[src/rtl/lv_owt_tx_ctrl.sv]
// LV-side one-wire frame transmitter.
// Sends a Manchester-coded frame on the LV->HV wire:
//   sync head, sync tail, cmd, data, CRC8, end tail, idle gap.
// The line output is registered. Its next level is derived from the next
// FSM position, so each level change lands exactly on a half-bit boundary.
module lv_owt_tx_ctrl #(
    parameter int OWT_HB_CYC       = 8,
    parameter int OWT_SYNC_BIT_NUM = 12,
    parameter int OWT_TAIL_BIT_NUM = 4,
    parameter int OWT_CMD_BIT_NUM  = 8,
    parameter int OWT_DATA_BIT_NUM = 8,
    parameter int OWT_CRC_BIT_NUM  = 8,
    parameter int OWT_GAP_HB_NUM   = 4
) (
    input  logic                        i_clk,
    input  logic                        i_rst_n,
    input  logic                        i_owt_tx_req,
    input  logic [OWT_CMD_BIT_NUM-1:0]  i_owt_tx_cmd,
    input  logic [OWT_DATA_BIT_NUM-1:0] i_owt_tx_data,
    output logic                        o_owt_tx_ready,
    output logic                        o_owt_tx_busy,
    output logic                        o_owt_tx_done,
    output logic [OWT_CMD_BIT_NUM-1:0]  o_owt_last_tx_cmd,
    output logic                        o_lv_hv_owt_tx
);

    function automatic int max2(input int a, input int b);
        return (a > b) ? a : b;
    endfunction

    localparam int MAX_HB = max2(max2(2*OWT_SYNC_BIT_NUM, max2(OWT_TAIL_BIT_NUM, OWT_GAP_HB_NUM)),
                                 2*max2(OWT_CMD_BIT_NUM, max2(OWT_DATA_BIT_NUM, OWT_CRC_BIT_NUM)));
    localparam int IDX_W  = max2($clog2(MAX_HB), 1);
    localparam int CNT_W  = max2($clog2(OWT_HB_CYC), 1);
    localparam int SR_W   = max2(OWT_CMD_BIT_NUM, max2(OWT_DATA_BIT_NUM, OWT_CRC_BIT_NUM));

    localparam logic [IDX_W-1:0] LAST_SYNC = IDX_W'(2*OWT_SYNC_BIT_NUM - 1);
    localparam logic [IDX_W-1:0] LAST_TAIL = IDX_W'(OWT_TAIL_BIT_NUM - 1);
    localparam logic [IDX_W-1:0] LAST_CMD  = IDX_W'(2*OWT_CMD_BIT_NUM - 1);
    localparam logic [IDX_W-1:0] LAST_DATA = IDX_W'(2*OWT_DATA_BIT_NUM - 1);
    localparam logic [IDX_W-1:0] LAST_CRC  = IDX_W'(2*OWT_CRC_BIT_NUM - 1);
    localparam logic [IDX_W-1:0] LAST_GAP  = IDX_W'(OWT_GAP_HB_NUM - 1);
    localparam logic [IDX_W-1:0] TAIL_HI   = IDX_W'(OWT_TAIL_BIT_NUM / 2);
    localparam logic [CNT_W-1:0] LAST_CNT  = CNT_W'(OWT_HB_CYC - 1);
    localparam logic [OWT_CRC_BIT_NUM-1:0] CRC_POLY = OWT_CRC_BIT_NUM'(8'h07);

    typedef enum logic [2:0] {
        ST_IDLE, ST_SYNC_HEAD, ST_SYNC_TAIL, ST_CMD,
        ST_DATA, ST_CRC, ST_END_TAIL, ST_GAP
    } state_t;

    state_t                      state, nxt_state;
    logic [CNT_W-1:0]            hb_cnt, nxt_cnt;
    logic [IDX_W-1:0]            hb_idx, nxt_idx, idx_last;
    logic [SR_W-1:0]             sr, nxt_sr;
    logic [OWT_CMD_BIT_NUM-1:0]  cmd_q, last_cmd_q;
    logic [OWT_DATA_BIT_NUM-1:0] data_q;
    logic [OWT_CRC_BIT_NUM-1:0]  crc_q, crc_nxt;
    logic                        line_q, line_d, done_q, done_d;
    logic                        accept, hb_end, crc_upd, crc_fb;

    assign accept  = (state == ST_IDLE) && i_owt_tx_req;
    assign hb_end  = (hb_cnt == LAST_CNT);
    // CRC steps once per cmd/data bit, on the first cycle of its first half
    assign crc_upd = ((state == ST_CMD) || (state == ST_DATA)) && (hb_cnt == '0) && !hb_idx[0];
    assign crc_fb  = crc_q[OWT_CRC_BIT_NUM-1] ^ sr[SR_W-1];
    assign crc_nxt = {crc_q[OWT_CRC_BIT_NUM-2:0], 1'b0} ^ (crc_fb ? CRC_POLY : '0);

    assign o_owt_tx_ready    = (state == ST_IDLE);
    assign o_owt_tx_busy     = (state != ST_IDLE);
    assign o_owt_tx_done     = done_q;
    assign o_owt_last_tx_cmd = last_cmd_q;
    assign o_lv_hv_owt_tx    = line_q;

    // Index of the final half-bit of the current state
    always_comb begin
        idx_last = '0;
        case (state)
            ST_SYNC_HEAD:            idx_last = LAST_SYNC;
            ST_SYNC_TAIL, ST_END_TAIL: idx_last = LAST_TAIL;
            ST_CMD:                  idx_last = LAST_CMD;
            ST_DATA:                 idx_last = LAST_DATA;
            ST_CRC:                  idx_last = LAST_CRC;
            ST_GAP:                  idx_last = LAST_GAP;
            default:                 idx_last = '0;
        endcase
    end

    // Next FSM position, field shift register and end-of-frame pulse
    always_comb begin
        nxt_state = state;
        nxt_cnt   = hb_cnt;
        nxt_idx   = hb_idx;
        nxt_sr    = sr;
        done_d    = 1'b0;
        case (state)
            ST_IDLE: begin
                if (i_owt_tx_req) begin
                    nxt_state = ST_SYNC_HEAD;
                    nxt_cnt   = '0;
                    nxt_idx   = '0;
                end
            end
            ST_SYNC_HEAD, ST_SYNC_TAIL, ST_CMD, ST_DATA, ST_CRC, ST_END_TAIL, ST_GAP: begin
                if (!hb_end) begin
                    nxt_cnt = hb_cnt + 1'b1;
                end else begin
                    nxt_cnt = '0;
                    if (hb_idx == idx_last) begin
                        nxt_idx = '0;
                        case (state)
                            ST_SYNC_HEAD: nxt_state = ST_SYNC_TAIL;
                            ST_SYNC_TAIL: begin
                                nxt_state = ST_CMD;
                                nxt_sr    = SR_W'(cmd_q) << (SR_W - OWT_CMD_BIT_NUM);
                            end
                            ST_CMD: begin
                                nxt_state = ST_DATA;
                                nxt_sr    = SR_W'(data_q) << (SR_W - OWT_DATA_BIT_NUM);
                            end
                            ST_DATA: begin
                                nxt_state = ST_CRC;
                                nxt_sr    = SR_W'(crc_q) << (SR_W - OWT_CRC_BIT_NUM);
                            end
                            ST_CRC:      nxt_state = ST_END_TAIL;
                            ST_END_TAIL: nxt_state = ST_GAP;
                            default: begin
                                nxt_state = ST_IDLE;
                                done_d    = (state == ST_GAP);
                            end
                        endcase
                    end else begin
                        nxt_idx = hb_idx + 1'b1;
                        // advance to the next field bit after its second half
                        if (hb_idx[0]) nxt_sr = sr << 1;
                    end
                end
            end
            default: begin
                nxt_state = ST_IDLE;
                nxt_cnt   = '0;
                nxt_idx   = '0;
            end
        endcase
    end

    // Line level for the upcoming cycle (Manchester 0 = high,low; 1 = low,high)
    always_comb begin
        line_d = 1'b1;
        case (nxt_state)
            ST_SYNC_HEAD:              line_d = ~nxt_idx[0];
            ST_SYNC_TAIL, ST_END_TAIL: line_d = (nxt_idx < TAIL_HI);
            ST_CMD, ST_DATA, ST_CRC:   line_d = nxt_idx[0] ? nxt_sr[SR_W-1] : ~nxt_sr[SR_W-1];
            default:                   line_d = 1'b1;
        endcase
    end

    // FSM, counters and line register; reset drops the line back to idle-high
    always_ff @(posedge i_clk or negedge i_rst_n) begin
        if (!i_rst_n) begin
            state  <= ST_IDLE;
            hb_cnt <= '0;
            hb_idx <= '0;
            sr     <= '0;
            line_q <= 1'b1;
            done_q <= 1'b0;
        end else begin
            state  <= nxt_state;
            hb_cnt <= nxt_cnt;
            hb_idx <= nxt_idx;
            sr     <= nxt_sr;
            line_q <= line_d;
            done_q <= done_d;
        end
    end

    // Request latch and serial CRC over cmd then data
    always_ff @(posedge i_clk or negedge i_rst_n) begin
        if (!i_rst_n) begin
            cmd_q      <= '0;
            data_q     <= '0;
            last_cmd_q <= '0;
            crc_q      <= '0;
        end else if (accept) begin
            cmd_q      <= i_owt_tx_cmd;
            data_q     <= i_owt_tx_data;
            last_cmd_q <= i_owt_tx_cmd;
            crc_q      <= '0;
        end else if (crc_upd) begin
            crc_q      <= crc_nxt;
        end
    end

endmodule
[config.mk]
export PLATFORM = sky130hd
export DESIGN_NAME = lv_owt_tx_ctrl
export DESIGN_NICKNAME = d
export VERILOG_FILES = /design/src/rtl/lv_owt_tx_ctrl.sv
export SDC_FILE = /design/constraint.sdc
export NUM_CORES = 1
export LEC_CHECK = 0
export ABC_AREA = 0
export CAP_MARGIN = 20
export CORE_AREA = 10 10 81 83
export DETAILED_ROUTE_END_ITERATION = 7
export DIE_AREA = 0 0 91 93
export DONT_BUFFER_PORTS = 1
export GPL_ROUTABILITY_DRIVEN = 0
export GPL_TIMING_DRIVEN = 0
export HOLD_SLACK_MARGIN = 0.05
export PLACE_DENSITY_LB_ADDON = 0.1
export SETUP_SLACK_MARGIN = 0.1
export SYNTH_ARGS = -nofsm -noshare
export SYNTH_HDL_FRONTEND = slang
export SYNTH_SLANG_ARGS = --single-unit
export TNS_END_PERCENT = 20
[constraint.sdc]
create_clock -name i_clk -period 2.7 [get_ports i_clk]
set_clock_uncertainty 0.05 [all_clocks]
set_input_delay 0.405 -clock i_clk [delete_from_list [all_inputs] [get_ports i_clk]]
set_output_delay 0.405 -clock i_clk [all_outputs]
set_load 0.005 [all_outputs]
==> metrics.md, run 1 <==
| Metric | Value |
|---|---|
| P&R area growth vs syn | `9.02%` |
| Post-synth EDFFs | `0` |
| N_diodes | `0` |
| WL per Instance | `16.0 um` |
| Commonest cells after routing, fill and taps aside | `64 x nand2_1, 44 x dfrtp_1, 37 x nor2_1` |
| Hold Path Sink | `hb_cnt[1]` |
| Final Setup Violations | `0` |
| Skew-Pair Late Insertion Delay | `0.30 ns` |
| Fin worst setup slack | `0.256 ns` |
| CP Buf/Inv Count | `1` |
| Cells after Synth | `277` |
| Worst-path cell chain | `or3_4, buf_6, nor3_2, o22ai_2, a22o_1, a32o_2, a2bb2oi_4, xnor2_1, a211o_1` |
| TNS Setup | `0 ns` |
| Post-Route WL | `5.71 mm` |
| Synth area leaders | `dfrtp_1 45%, nand2_1 9.9%, nor2_1 5.7%` |
| Width of the die | `91 um` |
| Largest net degree at the start of global routing | `46` |
| Number of remaining DRC errors | `0` |
| DR vias/cell | `5.40` |
| Crit path DAT | `2.62 ns` |
| Fmax | `0.409 GHz` |
| Pre-CTS setup slack | `0.257 ns` |
| Critical Path Max Stage Delay | `0.41 ns` |
| Final hold vios | `0` |
| GRT Total Usage | `14.1%` |
| Post-synthesis sequential area ratio | `46.4%` |
| Status | `finished, final reports clean` |
| Clock Tree Root | `clkbuf_8` |
| TritonRoute pass-1 iters | `4` |
| Setup Buffers After CTS | `0` |
| Leak pwr | `1.19 nW` |
| CTS tree | `built` |
| VDD IR-drop max | `0.389 mV` |
| Fin crit share | `90.5%` |
| Maximum root-to-sink buffer count | `2` |
| Gr ovfl total | `0` |
| Max-slew violations | `0` |
| Hold path depth | `1` |
| Unrepaired setup endpoints after global routing | `no` |
| Slowest CP cell | `dfrtp_1` |
| Total Nets Final | `309` |
| R2R Path Start | `state[0]` |
| Fraction of registers with async set/reset | `100%` |
| Worst Tran Pin Value | `0.977 ns` |
| Tmin final | `2.44 ns` |
| Clk slew on worst S/H paths | `0.08 ns` |
| Initial Util | `48.5%` |
| CP startpoint kind | `register` |
| Post-DP HPWL | `4.12 mm` |
| Register-to-Register Path Depth | `9` |
| I/O pins | `31` |
| PwrDens | `990 nW/um2` |
| DIE HEIGHT | `93 um` |
| HP Start | `i_owt_tx_req` |
| Vias in the first global route | `1971` |
| First-pass GRT wire length | `9.79 mm` |
| Most common cell after layout, fill and taps aside | `nand2_1` |
| CP endpoint kind | `register` |
| Initial antenna violation count | `0` |
| DR iter-0 viols | `85` |
| Syn nets | `300` |
| Flop-to-flop setup slack | `0.26 ns` |
| Post-Syn Area | `2430 um2` |
| Number of port buffers | `0` |
| Num Clock Sinks | `45` |
| Antenna violation net count after detailed routing | `0` |
| Reg-to-reg endpoint | `o_lv_hv_owt_tx` |
| Core area | `5010 um2` |
| Headroom to the max-slew limit | `34.6%` |
| Dominant cell type by area after synthesis | `dfrtp_1` |
| Max H-tree Level | `2` |
| Max_cap viols | `0` |
| Yosys top cell area share | `45.3%` |
| Distinct cells, synth | `51` |
| Fraction of layout cells with a size suffix above 1 | `10.1%` |
| Std cell rows | `26` |
| Worst min path class | `in2reg` |
| Critical Path Fanout Max | `10` |
| Num CTS Buffers | `5` |
| Synth Flop Type | `dfrtp_1` |
| Critical path class | `reg2reg` |
| Synth Register Bits | `45` |
| Die area | `8460 um2` |
| Syn avg cell area | `8.77 um2` |
| Worst Path Required | `2.87 ns` |
| Layout Utilization | `52.8%` |
| DR vias | `1929` |
| Synth Warn # | `0` |
| Kind of cell adding the most delay to the critical path | `compound AO/OA/AOI/OAI gates` |
[state kept, by name (all words and copies together) (netlist names)]
| signal | cells |
|---|---|
| o_lv_hv_owt_tx | 1 |
| sr | 8 |
| hb_idx | 5 |
| state | 3 |
| o_owt_tx_done | 1 |
| data_q | 8 |
| crc_q | 8 |
| hb_cnt | 3 |
| o_owt_last_tx_cmd | 8 |
[layout make-up]
class                      count  area, um2
multi-input combinational    211       1190
buffer                        17        100
fill                         515       2360
tap                           70       87.6
inverter                       4       15.0
sequential                    45       1130
clock inverter                 3       17.5
clock buffer                   5       68.8
timing repair buffer           2       37.5
[through the flow]
step / power (mW) / hold slack, ns / cells / area, um2
after floorplan: 1.96 / 0.0594 / 277 / 2430
after global placement: 2.18 / 0.0609 / 347 / 2520
after detailed placement: 2.20 / 0.0611 / 347 / 2520
after CTS: 2.65 / 0.136 / 357 / 2640
after global routing: 2.86 / 0.136 / 357 / 2650
final: 2.62 / 0.148 / 357 / 2650
[how the worst max path moves through the flow]
stage	startpoint	end	slack, ns	depth (start not counted)
after floorplan	state[0]	o_lv_hv_owt_tx	0.43	9
after global placement	state[0]	o_lv_hv_owt_tx	0.25	9
after detailed placement	state[0]	o_lv_hv_owt_tx	0.26	9
after CTS	state[0]	o_lv_hv_owt_tx	0.23	9
after global routing	state[2]	sr[1]	0.13	10
final	state[0]	o_lv_hv_owt_tx	0.26	9
[repair_timing]
item,CTS,global route
endpoints found under the hold margin,45,0
endpoints found under the setup margin,0,1
hold buffers,2,0
resized for setup,0,4
[synthesized netlist by cell type (all sizes together), types with 2 or more instances]
cell / number
o31ai: 3
nand3b: 2
o22ai: 2
dfrtp: 44
or3: 2
a31oi: 2
nand3: 4
buf: 9
mux2i: 7
a32oi: 2
inv: 4
a21oi: 22
xor2: 2
mux2: 2
clkbuf: 8
o21a: 2
nor2b: 5
a22oi: 7
a32o: 2
and2: 4
nand2b: 3
o21ai: 12
and3: 2
xnor2: 6
nand2: 65
ha: 4
nor2: 38
[layer usage]
metal	routed length, um	track usage [%]
met5	0	0
met3	292	3.76
met2	2670	22.9
met1	2640	17.6
met4	108	5.22
[power by group]
group	leakage, nW	internal, mW	switching (mW)	total (mW)
Sequential	0.553	0.978	0.240	1.22
Clock	0.0439	0.179	0.239	0.418
Combinational	0.590	0.438	0.549	0.987
[cell families after synthesis]
family | after synthesis | share of synthesized area (%)
AND/OR/NAND/NOR | 131 | 24.2
AO/OA/AOI/OAI | 59 | 16.2
XOR/XNOR | 8 | 2.89
adder cells (fa/ha/maj) | 4 | 2.06
buffers and inverters | 21 | 4.43
flip-flops | 45 | 46.4
multiplexers | 9 | 3.81
No activity file was read; power rests on OpenSTA's default activity.
==> inputs of run 2 (changes only) <==
Settings changed: CAP_MARGIN 20 to not set.
==> results of run 2 <==
Same layout as run 1: the final DEF is identical, and so are final timing and power.
